## config.mk

```make
export PLATFORM = sky130hd
export DESIGN_NAME = msi_cache_controller_flat
export DESIGN_NICKNAME = d
export VERILOG_FILES = /design/src/rtl/coherence_pkg.sv /design/src/rtl/msi_cache_controller_if.sv /design/src/rtl/msi_snoop_logic.sv /design/src/rtl/msi_cache_controller.sv /design/src/flat_wrapper.sv
export SDC_FILE = /design/constraint.sdc
export NUM_CORES = 1
export LEC_CHECK = 0
export ABC_CLOCK_PERIOD_IN_PS = 3800
export BUFFER_PORTS_ARGS = -buffer_cell sky130_fd_sc_hd__buf_4
export CORE_ASPECT_RATIO = 1.4
export CORE_MARGIN = 5
export CORE_UTILIZATION = 28
export CTS_CLUSTER_SIZE = 10
export DETAILED_ROUTE_END_ITERATION = 8
export PLACE_DENSITY = 0.51
export SLEW_MARGIN = 20
export SYNTH_ARGS = -nofsm -noshare
export SYNTH_HDL_FRONTEND = slang
export SYNTH_SLANG_ARGS = --single-unit
export TNS_END_PERCENT = 20
```

## constraint.sdc

```tcl
create_clock -name clock -period 3.8 [get_ports clock]
set_clock_uncertainty 0.05 [all_clocks]
set_input_delay 0.76 -clock clock [delete_from_list [all_inputs] [get_ports clock]]
set_output_delay 0.76 -clock clock [all_outputs]
set_load 0.005 [all_outputs]
```

## src/rtl/coherence_pkg.sv

```systemverilog
`default_nettype none
// ============================================================================
//  Module   : coherence_pkg
//  Purpose  : MSI block-state / bus-op encodings and controller FSM states.
//  Revision : 1.0 - initial release
// ============================================================================
package coherence_pkg;

    localparam logic [1:0] ST_INVALID  = 2'b00;
    localparam logic [1:0] ST_SHARED   = 2'b01;
    localparam logic [1:0] ST_MODIFIED = 2'b10;

    localparam logic [1:0] OP_NONE      = 2'b00;
    localparam logic [1:0] OP_BUSRD     = 2'b01;
    localparam logic [1:0] OP_BUSRDX    = 2'b10;
    localparam logic [1:0] OP_WRITEBACK = 2'b11;

    typedef enum logic [2:0] {
        S_IDLE      = 3'd0,
        S_WB_REQ    = 3'd1,
        S_WB_WAIT   = 3'd2,
        S_FILL_REQ  = 3'd3,
        S_FILL_WAIT = 3'd4,
        S_RESP      = 3'd5
    } fsm_state_t;

    // Encoding 11 is illegal and behaves exactly like INVALID.
    function automatic logic is_valid_state(input logic [1:0] st);
        return (st == ST_SHARED) || (st == ST_MODIFIED);
    endfunction

endpackage
`default_nettype wire

```

## src/rtl/msi_cache_controller_if.sv

```systemverilog
`default_nettype none
// ============================================================================
//  Module   : msi_cache_controller_if
//  Purpose  : CPU, cache-block, bus and snoop signals of one cache node.
//  Revision : 1.0 - initial release
// ============================================================================
interface msi_cache_controller_if #(
    parameter int ADDR_W = 3,
    parameter int DATA_W = 4
);
    logic              cpu_valid;
    logic              cpu_write;
    logic [ADDR_W-1:0] cpu_address;
    logic [DATA_W-1:0] cpu_wdata;
    logic              cpu_ready;
    logic [DATA_W-1:0] cpu_rdata;

    logic [1:0]        blk_state;
    logic [ADDR_W-1:0] blk_address;
    logic [DATA_W-1:0] blk_data;
    logic              blk_write;
    logic [1:0]        blk_next_state;
    logic [ADDR_W-1:0] blk_next_address;
    logic [DATA_W-1:0] blk_next_data;

    logic              bus_req;
    logic              bus_gnt;
    logic [1:0]        bus_op;
    logic [ADDR_W-1:0] bus_address;
    logic [DATA_W-1:0] bus_wdata;
    logic [DATA_W-1:0] bus_rdata;
    logic              bus_done;

    logic              snoop_valid;
    logic [1:0]        snoop_op;
    logic [ADDR_W-1:0] snoop_address;
    logic              snoop_flush;
    logic [DATA_W-1:0] snoop_data;

    modport master (
        input  cpu_valid, cpu_write, cpu_address, cpu_wdata,
        input  blk_state, blk_address, blk_data,
        input  bus_gnt, bus_rdata, bus_done,
        input  snoop_valid, snoop_op, snoop_address,
        output cpu_ready, cpu_rdata,
        output blk_write, blk_next_state, blk_next_address, blk_next_data,
        output bus_req, bus_op, bus_address, bus_wdata,
        output snoop_flush, snoop_data
    );

    modport slave (
        output cpu_valid, cpu_write, cpu_address, cpu_wdata,
        output blk_state, blk_address, blk_data,
        output bus_gnt, bus_rdata, bus_done,
        output snoop_valid, snoop_op, snoop_address,
        input  cpu_ready, cpu_rdata,
        input  blk_write, blk_next_state, blk_next_address, blk_next_data,
        input  bus_req, bus_op, bus_address, bus_wdata,
        input  snoop_flush, snoop_data
    );

endinterface
`default_nettype wire

```

## src/rtl/msi_snoop_logic.sv

```systemverilog
`default_nettype none
// ============================================================================
//  Module   : msi_snoop_logic
//  Purpose  : Combinational snoop match -> flush and downgraded block state.
//  Revision : 1.0 - initial release
// ============================================================================
module msi_snoop_logic
    import coherence_pkg::*;
#(
    parameter int ADDR_W = 3,
    parameter int DATA_W = 4
) (
    input  wire logic              i_snoop_en,
    input  wire logic [1:0]        i_snoop_op,
    input  wire logic [ADDR_W-1:0] i_snoop_address,
    input  wire logic [1:0]        i_blk_state,
    input  wire logic [ADDR_W-1:0] i_blk_address,
    input  wire logic [DATA_W-1:0] i_blk_data,
    output logic                   o_flush,
    output logic [DATA_W-1:0]      o_flush_data,
    output logic                   o_upd_write,
    output logic [1:0]             o_upd_state
);

    logic w_match;
    logic w_dirty;

    assign w_match = i_snoop_en && is_valid_state(i_blk_state)
                     && (i_blk_address == i_snoop_address);
    assign w_dirty = (i_blk_state == ST_MODIFIED);

    always_comb begin
        o_flush      = 1'b0;
        o_flush_data = '0;
        o_upd_write  = 1'b0;
        o_upd_state  = ST_INVALID;
        if (w_match) begin
            case (i_snoop_op)
                OP_BUSRD: begin
                    if (w_dirty) begin
                        o_flush      = 1'b1;
                        o_flush_data = i_blk_data;
                        o_upd_write  = 1'b1;
                        o_upd_state  = ST_SHARED;
                    end
                end
                OP_BUSRDX: begin
                    o_flush      = w_dirty;
                    o_flush_data = w_dirty ? i_blk_data : '0;
                    o_upd_write  = 1'b1;
                    o_upd_state  = ST_INVALID;
                end
                default: ;
            endcase
        end
    end

endmodule
`default_nettype wire

```

## src/rtl/msi_cache_controller.sv

```systemverilog
`default_nettype none
// ============================================================================
//  Module   : msi_cache_controller
//  Purpose  : Per-block MSI controller: CPU hits/misses, bus fills, snoops.
//  Revision : 1.0 - initial release
// ============================================================================
module msi_cache_controller
    import coherence_pkg::*;
#(
    parameter int ADDR_W = 3,
    parameter int DATA_W = 4
) (
    input  wire logic               clock,
    input  wire logic               resetn,
    msi_cache_controller_if.master  cif
);

    fsm_state_t        r_state;
    logic              r_cpu_ready;
    logic [DATA_W-1:0] r_cpu_rdata;
    logic              r_bus_req;
    logic [1:0]        r_bus_op;
    logic [ADDR_W-1:0] r_bus_address;
    logic [DATA_W-1:0] r_bus_wdata;

    logic              w_snp_en;
    logic              w_snp_flush;
    logic [DATA_W-1:0] w_snp_data;
    logic              w_snp_write;
    logic [1:0]        w_snp_state;
    logic              w_hit;
    logic              w_accept;
    logic              w_fill_write;
    logic              w_hit_write;
    logic [1:0]        w_fill_op;
    logic              w_blk_write;
    logic [1:0]        w_blk_next_state;
    logic [ADDR_W-1:0] w_blk_next_address;
    logic [DATA_W-1:0] w_blk_next_data;

    // Snoops are only meaningful while another node owns the bus.
    assign w_snp_en = resetn && cif.snoop_valid && !cif.bus_gnt;

    msi_snoop_logic #(
        .ADDR_W (ADDR_W),
        .DATA_W (DATA_W)
    ) u_snoop (
        .i_snoop_en      (w_snp_en),
        .i_snoop_op      (cif.snoop_op),
        .i_snoop_address (cif.snoop_address),
        .i_blk_state     (cif.blk_state),
        .i_blk_address   (cif.blk_address),
        .i_blk_data      (cif.blk_data),
        .o_flush         (w_snp_flush),
        .o_flush_data    (w_snp_data),
        .o_upd_write     (w_snp_write),
        .o_upd_state     (w_snp_state)
    );

    assign w_hit        = is_valid_state(cif.blk_state) && (cif.blk_address == cif.cpu_address);
    assign w_accept     = (r_state == S_IDLE) && cif.cpu_valid && !w_snp_write;
    assign w_fill_write = resetn && (r_state == S_FILL_WAIT) && cif.bus_done;
    assign w_hit_write  = resetn && w_accept && cif.cpu_write && w_hit
                          && (cif.blk_state == ST_MODIFIED);
    assign w_fill_op    = cif.cpu_write ? OP_BUSRDX : OP_BUSRD;

    // The fill owns the bus, so it cannot coincide with a live snoop.
    always_comb begin
        w_blk_write        = 1'b0;
        w_blk_next_state   = ST_INVALID;
        w_blk_next_address = '0;
        w_blk_next_data    = '0;
        if (w_fill_write) begin
            w_blk_write        = 1'b1;
            w_blk_next_state   = cif.cpu_write ? ST_MODIFIED : ST_SHARED;
            w_blk_next_address = cif.cpu_address;
            w_blk_next_data    = cif.cpu_write ? cif.cpu_wdata : cif.bus_rdata;
        end else if (w_snp_write) begin
            w_blk_write        = 1'b1;
            w_blk_next_state   = w_snp_state;
            w_blk_next_address = cif.blk_address;
            w_blk_next_data    = cif.blk_data;
        end else if (w_hit_write) begin
            w_blk_write        = 1'b1;
            w_blk_next_state   = ST_MODIFIED;
            w_blk_next_address = cif.cpu_address;
            w_blk_next_data    = cif.cpu_wdata;
        end
    end

    always_ff @(posedge clock or negedge resetn) begin
        if (!resetn) begin
            r_state       <= S_IDLE;
            r_cpu_ready   <= 1'b0;
            r_cpu_rdata   <= '0;
            r_bus_req     <= 1'b0;
            r_bus_op      <= OP_NONE;
            r_bus_address <= '0;
            r_bus_wdata   <= '0;
        end else begin
            r_cpu_ready <= 1'b0;
            r_cpu_rdata <= '0;
            case (r_state)
                S_IDLE: begin
                    if (w_accept) begin
                        if (w_hit && (!cif.cpu_write || cif.blk_state == ST_MODIFIED)) begin
                            r_state     <= S_RESP;
                            r_cpu_ready <= 1'b1;
                            r_cpu_rdata <= cif.cpu_write ? cif.cpu_wdata : cif.blk_data;
                        end else if (!w_hit && cif.blk_state == ST_MODIFIED) begin
                            r_state       <= S_WB_REQ;
                            r_bus_req     <= 1'b1;
                            r_bus_op      <= OP_WRITEBACK;
                            r_bus_address <= cif.blk_address;
                            r_bus_wdata   <= cif.blk_data;
                        end else begin
                            r_state       <= S_FILL_REQ;
                            r_bus_req     <= 1'b1;
                            r_bus_op      <= w_fill_op;
                            r_bus_address <= cif.cpu_address;
                            r_bus_wdata   <= '0;
                        end
                    end
                end
                S_WB_REQ: begin
                    // A snoop that downgrades the victim makes the writeback stale.
                    if (w_snp_write) begin
                        r_state       <= S_FILL_REQ;
                        r_bus_req     <= 1'b0;
                        r_bus_op      <= OP_NONE;
                        r_bus_address <= '0;
                        r_bus_wdata   <= '0;
                    end else if (cif.bus_gnt) begin
                        r_state <= S_WB_WAIT;
                    end
                end
                S_WB_WAIT: begin
                    if (cif.bus_done) begin
                        r_state       <= S_FILL_REQ;
                        r_bus_req     <= 1'b0;
                        r_bus_op      <= OP_NONE;
                        r_bus_address <= '0;
                        r_bus_wdata   <= '0;
                    end
                end
                S_FILL_REQ: begin
                    // Entered with bus_req low after a writeback: re-arbitrate first.
                    if (!r_bus_req) begin
                        r_bus_req     <= 1'b1;
                        r_bus_op      <= w_fill_op;
                        r_bus_address <= cif.cpu_address;
                        r_bus_wdata   <= '0;
                    end else if (cif.bus_gnt) begin
                        r_state <= S_FILL_WAIT;
                    end
                end
                S_FILL_WAIT: begin
                    if (cif.bus_done) begin
                        r_state       <= S_RESP;
                        r_cpu_ready   <= 1'b1;
                        r_cpu_rdata   <= cif.cpu_write ? cif.cpu_wdata : cif.bus_rdata;
                        r_bus_req     <= 1'b0;
                        r_bus_op      <= OP_NONE;
                        r_bus_address <= '0;
                        r_bus_wdata   <= '0;
                    end
                end
                S_RESP: begin
                    r_state <= S_IDLE;
                end
                default: begin
                    r_state <= S_IDLE;
                end
            endcase
        end
    end

    assign cif.cpu_ready        = r_cpu_ready;
    assign cif.cpu_rdata        = r_cpu_rdata;
    assign cif.bus_req          = r_bus_req;
    assign cif.bus_op           = r_bus_op;
    assign cif.bus_address      = r_bus_address;
    assign cif.bus_wdata        = r_bus_wdata;
    assign cif.blk_write        = w_blk_write;
    assign cif.blk_next_state   = w_blk_next_state;
    assign cif.blk_next_address = w_blk_next_address;
    assign cif.blk_next_data    = w_blk_next_data;
    assign cif.snoop_flush      = w_snp_flush;
    assign cif.snoop_data       = w_snp_data;

endmodule
`default_nettype wire
```

## src/flat_wrapper.sv

```systemverilog
// flat-port wrapper written by rule: the top's interface ports become plain ports
module msi_cache_controller_flat import coherence_pkg::*;
#(
    parameter int ADDR_W = 3,
    parameter int DATA_W = 4
)
  (clock, resetn, cif_cpu_valid, cif_cpu_write, cif_cpu_address, cif_cpu_wdata, cif_blk_state, cif_blk_address, cif_blk_data, cif_bus_gnt, cif_bus_rdata, cif_bus_done, cif_snoop_valid, cif_snoop_op, cif_snoop_address, cif_cpu_ready, cif_cpu_rdata, cif_blk_write, cif_blk_next_state, cif_blk_next_address, cif_blk_next_data, cif_bus_req, cif_bus_op, cif_bus_address, cif_bus_wdata, cif_snoop_flush, cif_snoop_data);
  msi_cache_controller_if #(.ADDR_W(ADDR_W), .DATA_W(DATA_W)) cif_i ();
  input  wire logic clock;
  input  wire logic resetn;
  input wire logic [$bits(cif_i.cpu_valid)-1:0] cif_cpu_valid;
  input wire logic [$bits(cif_i.cpu_write)-1:0] cif_cpu_write;
  input wire logic [$bits(cif_i.cpu_address)-1:0] cif_cpu_address;
  input wire logic [$bits(cif_i.cpu_wdata)-1:0] cif_cpu_wdata;
  input wire logic [$bits(cif_i.blk_state)-1:0] cif_blk_state;
  input wire logic [$bits(cif_i.blk_address)-1:0] cif_blk_address;
  input wire logic [$bits(cif_i.blk_data)-1:0] cif_blk_data;
  input wire logic [$bits(cif_i.bus_gnt)-1:0] cif_bus_gnt;
  input wire logic [$bits(cif_i.bus_rdata)-1:0] cif_bus_rdata;
  input wire logic [$bits(cif_i.bus_done)-1:0] cif_bus_done;
  input wire logic [$bits(cif_i.snoop_valid)-1:0] cif_snoop_valid;
  input wire logic [$bits(cif_i.snoop_op)-1:0] cif_snoop_op;
  input wire logic [$bits(cif_i.snoop_address)-1:0] cif_snoop_address;
  output wire logic [$bits(cif_i.cpu_ready)-1:0] cif_cpu_ready;
  output wire logic [$bits(cif_i.cpu_rdata)-1:0] cif_cpu_rdata;
  output wire logic [$bits(cif_i.blk_write)-1:0] cif_blk_write;
  output wire logic [$bits(cif_i.blk_next_state)-1:0] cif_blk_next_state;
  output wire logic [$bits(cif_i.blk_next_address)-1:0] cif_blk_next_address;
  output wire logic [$bits(cif_i.blk_next_data)-1:0] cif_blk_next_data;
  output wire logic [$bits(cif_i.bus_req)-1:0] cif_bus_req;
  output wire logic [$bits(cif_i.bus_op)-1:0] cif_bus_op;
  output wire logic [$bits(cif_i.bus_address)-1:0] cif_bus_address;
  output wire logic [$bits(cif_i.bus_wdata)-1:0] cif_bus_wdata;
  output wire logic [$bits(cif_i.snoop_flush)-1:0] cif_snoop_flush;
  output wire logic [$bits(cif_i.snoop_data)-1:0] cif_snoop_data;
  assign cif_i.cpu_valid = cif_cpu_valid;
  assign cif_i.cpu_write = cif_cpu_write;
  assign cif_i.cpu_address = cif_cpu_address;
  assign cif_i.cpu_wdata = cif_cpu_wdata;
  assign cif_i.blk_state = cif_blk_state;
  assign cif_i.blk_address = cif_blk_address;
  assign cif_i.blk_data = cif_blk_data;
  assign cif_i.bus_gnt = cif_bus_gnt;
  assign cif_i.bus_rdata = cif_bus_rdata;
  assign cif_i.bus_done = cif_bus_done;
  assign cif_i.snoop_valid = cif_snoop_valid;
  assign cif_i.snoop_op = cif_snoop_op;
  assign cif_i.snoop_address = cif_snoop_address;
  assign cif_cpu_ready = cif_i.cpu_ready;
  assign cif_cpu_rdata = cif_i.cpu_rdata;
  assign cif_blk_write = cif_i.blk_write;
  assign cif_blk_next_state = cif_i.blk_next_state;
  assign cif_blk_next_address = cif_i.blk_next_address;
  assign cif_blk_next_data = cif_i.blk_next_data;
  assign cif_bus_req = cif_i.bus_req;
  assign cif_bus_op = cif_i.bus_op;
  assign cif_bus_address = cif_i.bus_address;
  assign cif_bus_wdata = cif_i.bus_wdata;
  assign cif_snoop_flush = cif_i.snoop_flush;
  assign cif_snoop_data = cif_i.snoop_data;
  msi_cache_controller #(.ADDR_W(ADDR_W), .DATA_W(DATA_W)) u_core (.clock(clock), .resetn(resetn), .cif(cif_i));
endmodule
```

## After elaboration in Yosys (flattened, before gate mapping)

Cells that the tools add are included.

| operators by class | value |
|---|---|
| equality and inequality tests | 20 |
| muxes and demuxes | 70 |
| reduce and logical (&&, ||, !) cells | 28 |

Operator list:

| operator | count |
|---|---|
| $mux W4 | 17 |
| $mux W3 | 17 |
| $mux W2 | 11 |
| $mux W1 | 16 |
| $pmux W4 S4 | 1 |
| $logic_and A1 B1 Y1 | 15 |
| $pmux W3 S5 | 1 |
| $pmux W3 S4 | 1 |
| $reduce_and A6 Y1 | 2 |
| $ne A2 B2 Y1 const B | 5 |
| $ne A2 B1 Y1 const B | 4 |
| $pmux W2 S4 | 1 |
| $pmux W4 S2 | 1 |
| $eq A3 B2 Y1 const B | 2 |
| $eq A3 B3 Y1 | 2 |
| $pmux W1 S2 | 3 |
| $reduce_and A5 Y1 | 1 |
| $eq A2 B1 Y1 const B | 2 |
| $eq A2 B2 Y1 const B | 2 |
| $logic_not A1 Y1 | 4 |
| $pmux W1 S4 | 1 |
| $reduce_bool A4 Y1 | 1 |
| $reduce_or A2 Y1 | 2 |
| $eq A3 B1 Y1 const B | 1 |
| other kinds (4) | 5 |

| storage, ports and cells | value |
|---|---|
| flip-flop bits (word level) | 18 |
| bits of input ports | 32 |
| output and inout port bits | 30 |
| word-level logic and storage cells | 125 |

## Longest topological paths before layout

Gate-level depths: netlist (run 1).

| logic depth | value |
|---|---|
| word-level depth | 14 |
| depth in mapped cells | 8 |
| mapped depth without buffers | 7 |

## Hierarchy

Synthesis (run 1) repeated with hierarchy kept, for this count alone.

| second synthesis, totals | value |
|---|---|
| cells, all modules | 170 |
| area, all modules | 1,428.9 µm² |

Modules (own cells, without submodules):

| module | times used | cells an instance | area each (µm²) | sequential area each (µm²) |
|---|---|---|---|---|
| msi_cache_controller | 1 | 143 | 1,246.2 | 450.4 |
| msi_snoop_logic | 1 | 27 | 182.7 | 0.0 |

## Worst setup path before layout (run 1)

OpenSTA, ideal clock, no wires.

| path | value |
|---|---|
| path kind | input to output |
| start point | input cif_blk_state[0] |
| end point | output cif_blk_next_data[0] |
| arrival | 2.726 ns |
| data required time | 2.990 ns |
| slack | 0.264 ns |
| stages | 8 |
| path buffers | 1 |
| cells stage by stage | inv_1 > ha_1 > or4b_4 > or3_1 > buf_6 > o21ai_2 > nor3_1 > a211o_1 |

| between the ends | value |
|---|---|
| word-level cells in the longest chain between the ends | 14 |
| elaborated cells between the ends (all ways) | 18 |
| classes of those cells | eq/ne (2); mux (6); reduce/logical (10) |

RTL lines:

| what | RTL line | RTL |
|---|---|---|
| from (decl) | flat_wrapper.sv:15 | `input wire logic [$bits(cif_i.blk_state)-1:0] cif_blk_state;` |
| branches (longest 12 deep; another with $mux W4) | - |  |
| $mux W4 (*) | msi_cache_controller.sv:78 | `end else if (w_snp_write) begin` |
| $mux W4 (*) | msi_cache_controller.sv:73 | `if (w_fill_write) begin` |
| to (decl) | flat_wrapper.sv:29 | `output wire logic [$bits(cif_i.blk_next_data)-1:0] cif_blk_next_data;` |

Mark *: on every way between the ends.

## Final worst setup path (run 1)

| path | value |
|---|---|
| start point | input cif_blk_state[0] |
| end point | output cif_blk_write |

| between the ends | value |
|---|---|
| word-level cells in the longest chain between the ends | 14 |
| elaborated cells between the ends (all ways) | 18 |
| classes of those cells | eq/ne (2); mux (6); reduce/logical (10) |

RTL lines:

| what | RTL line | RTL |
|---|---|---|
| branches (longest 12 deep; another with $eq A2 B2 Y1) | - |  |
| $mux W1 (*) | msi_cache_controller.sv:78 |  |
| $mux W1 (*) | msi_cache_controller.sv:73 |  |
| to (decl) | flat_wrapper.sv:26 | `output wire logic [$bits(cif_i.blk_write)-1:0] cif_blk_write;` |

Marks and branches as above.

==> results of run 1 <==
## per-layer routing
metal | global-route usage | share of wire | vias up
li1 | - | - | 792
met1 | 0.172 | 0.40 | 766
met2 | 0.264 | 0.54 | 43
met3 | 0.0176 | 0.050 | 2
met4 | 0.0405 | 0.0094 | 0
met5 | 0 | 0 | -
## worst max path at each step
stage | startpoint | end | slack, ns | depth (start not counted)
after global placement | cif_blk_state[0] | cif_blk_write | 0.02 | 9
after global routing | cif_blk_state[0] | cif_blk_write | 0.002 | 9
after CTS | cif_blk_state[0] | cif_blk_write | 0.03 | 9
after detailed placement | cif_blk_state[0] | cif_blk_write | -0.01 | 9
after floorplan | cif_blk_state[0] | cif_blk_next_data[0] | 0.26 | 8
final | cif_blk_state[0] | cif_blk_write | 0.08 | 9
## worst reg2reg max path, stage by stage (launching register included)
cell	delay, ns
dfrtp_1	0.50
nor2_1	0.32
and3_1	0.41
o32a_1	0.32
o211ai_4	0.22
mux2_4	0.35
## cell usage after synthesis, types with 5 or more instances
cell,instances,area share
clkbuf_1,8,0.020
mux2_4,5,0.050
inv_1,12,0.030
and3_1,5,0.021
nand2b_1,6,0.025
and2_1,6,0.025
a21oi_1,13,0.043
nor2_1,8,0.020
xor2_1,6,0.035
o21ai_0,9,0.030
nand2_1,16,0.040
nand3_1,5,0.017
dfrtp_1,18,0.30
## state kept, by name, indices dropped and copies added, names as in the netlist
| signal | flops |
|---|---|
| u_core.cif.bus_op | 2 |
| u_core.cif.bus_req | 1 |
| u_core.r_state | 3 |
| u_core.cif.cpu_rdata | 4 |
| u_core.cif.cpu_ready | 1 |
| u_core.cif.bus_address | 3 |
| u_core.cif.bus_wdata | 4 |
## final cells by class
cell class,instances,area [um2]
fill,569,3040
multi-input combinational,140,995
timing repair buffer,71,533
sequential,18,450
tap,66,82.6
clock buffer,4,55.1
inverter,12,45.0
## power breakdown
| group | internal, mW | switching, mW |
|---|---|---|
| combinational | 0.323 | 0.315 |
| clock | 0.0921 | 0.0700 |
| sequential | 0.254 | 0.0631 |
| total | 0.669 | 0.448 |
## cells by family (layout without fill, tap and decap cells)
family	after synthesis	count (layout)	synth area share
xor gates and xnor gates	6	6	0.0348
and+or+nand+nor	67	67	0.248
AOI/OAI and AO/OA	55	55	0.258
muxes	9	9	0.0762
adders and majority gates	3	3	0.0248
DFF	18	18	0.298
buffers and inverters	22	87	0.0604
## repair_timing
item,4_1_cts,5_1_grt
endpoints found under the setup margin,2,8
gates resized for setup,1,4
pin swaps,0,1
endpoints found under the hold margin,0,0
cloned,0,0
==> flow_summary.json, run 1 <==
{
  "outcome": "complete, no violations",
  "io_buffers": 61,
  "overflow": 0,
  "hold_violations": 0,
  "arrival_ns": 2.91,
  "core-area_mm2": 0.00520,
  "dpl-instance-area_mm2": 0.00208,
  "clkTransAtPathRegs_ns": 0.08,
  "cts_tree": "yes",
  "grt_max_degree": 20,
  "drtIter0Drc": 109,
  "cp_num_buf_inv": 3,
  "crit_type": "in -> out",
  "p_leak_nw": 1.06,
  "dpl.hpwl_um": 3990,
  "fin_setup_tns_ns": 0,
  "post-route-util": 0.416,
  "path_common_cell": "buf_4",
  "tightest_slew_ns": 0.759,
  "clock-sinks": 18,
  "ant_nets": 0,
  "whs_ns": 0.302,
  "rr_endpoint": "u_core.cif.bus_address[2]",
  "r2r-start": "u_core.r_state[0]",
  "place_ws_ns": -0.0117,
  "h-tree-depth": 1,
  "syn_nets": 215,
  "die_area_mm2": 0.00699,
  "grt_usage": 0.145,
  "die_w_um": 72.1,
  "drt_pass1_iterations": 4,
  "cpPeakStageDelay_ns": 0.55,
  "crit_family": "simple AND/OR/NAND/NOR gates",
  "vdd_drop_max_uv": 269,
  "startpoint_type": "primary input",
  "start_util": 0.291,
  "ys_types": 44,
  "dieHeight_um": 96.9,
  "finalCritPeriodShare": 0.979,
  "pin_count": 62,
  "cp_max_fo": 4,
  "setup_violations": 0,
  "power.total_mw": 1.12,
  "postCtsHoldBufs": 0,
  "hp-class": "in -> async",
  "rsz0062_at_grt": "false",
  "fin_area_mm2": 0.00216,
  "final_max_slew_viol_count": 0,
  "relSlewSlack": 0.489,
  "drc": 0,
  "wl_um": 5000,
  "synthArstFlopShare": 1.00,
  "maxCapViolations": 0,
  "syn-instance-count": 180,
  "antenna_cells": 0,
  "cp_data_required_time_ns": 2.99,
  "vias_per_cell": 5.15,
  "power.density_mw_per_mm2": 517,
  "grt_pass1_wl_um": 8220,
  "vias": 1603,
  "drive_above_1_share": 0.384,
  "synth_edf_count": 0,
  "max_freq_mhz": 269,
  "rows": 31,
  "root_buffer": "clkbuf_8",
  "cts_buffers": 3,
  "reg2reg_depth": 5,
  "synth.avg_cell_area_um2": 8.40,
  "gp_congestion": 0.752,
  "ys_warn_count": 0,
  "synth_area_mm2": 0.00151,
  "ys_ff_latch": 18,
  "final_cell_mix": "buf_4, dfrtp_1, nand2_1",
  "stdcell_count": 311,
  "r2r_slack_ns": 1.51,
  "synth_ff_type": "dfrtp_1",
  "cp_slowest_cell": "or4b_4",
  "clk_latency_ns": 0.25,
  "setup_ws_ns": 0.0815,
  "crit_chain": "buf_4 > inv_1 > ha_1 > or4b_4 > or3_4 > o21ai_4 > o31ai_2 > or2_2 > buf_4",
  "end_kind": "primary output",
  "placed_cells": 307,
  "cts_setup_buffers": 0,
  "wl_per_cell_um": 16.1,
  "nets": 281,
  "layout_commonest_cell": "buf_4",
  "max-clock-path-buffers": 2,
  "antenna_found_initial": 0,
  "ys_seq_area_frac": 0.298,
  "area_delta_synth_final_pct": 43.0,
  "min_period_ns": 3.72,
  "grt_pass1_vias": 1703
}
Power figures use the tool's default switching activity.
==> run 2, diff against run 1 <==
--- a/config.mk
+++ b/config.mk
@@ -13,7 +13,8 @@
 export CTS_CLUSTER_SIZE = 10
 export DETAILED_ROUTE_END_ITERATION = 8
 export PLACE_DENSITY = 0.51
-export SLEW_MARGIN = 20
+export RECOVER_POWER = 100
+export SKIP_CTS_REPAIR_TIMING = 1
 export SYNTH_ARGS = -nofsm -noshare
 export SYNTH_HDL_FRONTEND = slang
 export SYNTH_SLANG_ARGS = --single-unit
==> run 2 against run 1 <==
Against the previous run: sequential cell count stayed put; combinational power is 9.2% lower; largest power group unchanged; count of clock-buffer cells in the layout stayed put; final area is 2.5% lower; highest routed layer unchanged; global-route usage stayed put; core utilization is 1.1 points lower; via count is 0.19% lower; final cell count stayed put; register-to-register slack worse by 0.35 ns; critical endpoint unchanged.
==> flow_summary.json, run 2 (synthesis results as in run 1) <==
{
  "max-clock-path-buffers": 2,
  "max_freq_mhz": 271,
  "power.density_mw_per_mm2": 502,
  "rsz0062_at_grt": "false",
  "root_buffer": "clkbuf_8",
  "drt-met1-wl_um": 2000,
  "antenna_cells": 0,
  "vdd_drop_max_uv": 249,
  "drc": 0,
  "wl_per_cell_um": 15.9,
  "hp-class": "in -> async",
  "cts_buffers": 3,
  "dpl.hpwl_um": 3990,
  "drtIter0Drc": 78,
  "core-area_mm2": 0.00520,
  "met3RoutedLength_um": 248,
  "cp_max_fo": 4,
  "reg2reg_depth": 5,
  "r2r-start": "u_core.r_state[0]",
  "grt_pass1_vias": 1703,
  "maxCapViolations": 0,
  "min_period_ns": 3.69,
  "dpl-instance-area_mm2": 0.00208,
  "grt_usage": 0.145,
  "drive_above_1_share": 0.347,
  "die_w_um": 72.1,
  "hold_violations": 0,
  "arrival_ns": 2.88,
  "gp_congestion": 0.752,
  "crit_end": "cif_blk_write",
  "relSlewSlack": 0.219,
  "clk_latency_ns": 0.25,
  "layout_commonest_cell": "buf_4",
  "cp_data_required_time_ns": 2.99,
  "startpoint_type": "primary input",
  "grt_pass1_wl_um": 8220,
  "setup_violations": 0,
  "drt_pass1_iterations": 4,
  "die_area_mm2": 0.00699,
  "final_cell_mix": "buf_4, clkbuf_4, dfrtp_1",
  "p_leak_nw": 1.01,
  "grt_max_degree": 20,
  "rows": 31,
  "fin_area_mm2": 0.00211,
  "end_kind": "primary output",
  "finalCritPeriodShare": 0.972,
  "area_delta_synth_final_pct": 39.3,
  "r2r_slack_ns": 1.16,
  "ant_nets": 0,
  "vias": 1600,
  "antenna_found_initial": 0,
  "io_buffers": 61,
  "clock-sinks": 18,
  "rr_endpoint": "u_core.cif.bus_address[0]",
  "outcome": "complete, no violations",
  "crit_type": "in -> out",
  "clkTransAtPathRegs_ns": 0.08,
  "final_max_slew_viol_count": 0,
  "h-tree-depth": 1,
  "vias_per_cell": 5.14,
  "overflow": 0,
  "crit_start": "cif_blk_state[0]",
  "pin_count": 62,
  "nets": 281,
  "wl_um": 4950,
  "tightest_slew_ns": 1.17,
  "wl_met2_um": 2650,
  "cts_tree": "yes",
  "fin_setup_tns_ns": 0,
  "start_util": 0.291,
  "routed.top_layer": "met4",
  "dieHeight_um": 96.9
}
run 2: metal layers:
layer  GRT usage  vias up
met2       0.264       42
met5           0        -
met1       0.172      765
li1            -      791
met4      0.0405        0
met3      0.0176        2
run 2: worst min-delay path by stage:
| stage | startpoint | end | slack [ns] | cells past startpoint |
|---|---|---|---|---|
| floorplan | resetn | u_core.cif.bus_address[0] | 0.41 | 0 |
| detailed placement | u_core.cif.bus_address[0] | u_core.cif.bus_address[0] | 0.45 | 1 |
| finish | resetn | u_core.cif.bus_wdata[0] | 0.30 | 1 |
| global placement | u_core.cif.bus_address[0] | u_core.cif.bus_address[0] | 0.45 | 1 |
| global route | resetn | u_core.cif.bus_op[0] | 0.31 | 1 |
| CTS | resetn | u_core.cif.bus_wdata[0] | 0.30 | 1 |
run 2: worst max-delay path, stage by stage:
cell and delay, ns:
buf_4 0.07, inv_1 0.03, ha_1 0.31, or4b_4 0.54
or3_4 0.43, o21ai_4 0.17, o31ai_2 0.13, or2_2 0.31
clkbuf_1 0.12
run 2: metrics by stage:
step | hold WS, ns | util | setup WS, ns | power, mW | cells
2_1_floorplan | 0.414 | - | 0.264 | 0.744 | 180
3_3_place_gp | 0.447 | 0.400 | 0.0233 | 0.963 | 307
5_1_grt | 0.308 | 0.405 | 0.0206 | 1.13 | 311
4_1_cts | 0.300 | 0.411 | -0.0149 | 1.13 | 311
3_5_place_dp | 0.447 | 0.400 | -0.0117 | 0.958 | 307
6_report | 0.300 | 0.405 | 0.108 | 1.06 | 311
run 2: cell type report:
class	count	area, um2
Sequential cell	18	450
Timing Repair Buffer	71	507
Inverter	12	45.0
Tap cell	66	82.6
Fill cell	579	3090
Clock buffer	4	55.1
Multi-Input combinational cell	140	966
run 2: power by group:
group          internal (mW)  leakage, nW  switching [mW]
registers              0.254        0.236          0.0614
clock network         0.0921       0.0288          0.0710
logic                  0.280        0.742           0.299
total                  0.626         1.01           0.431
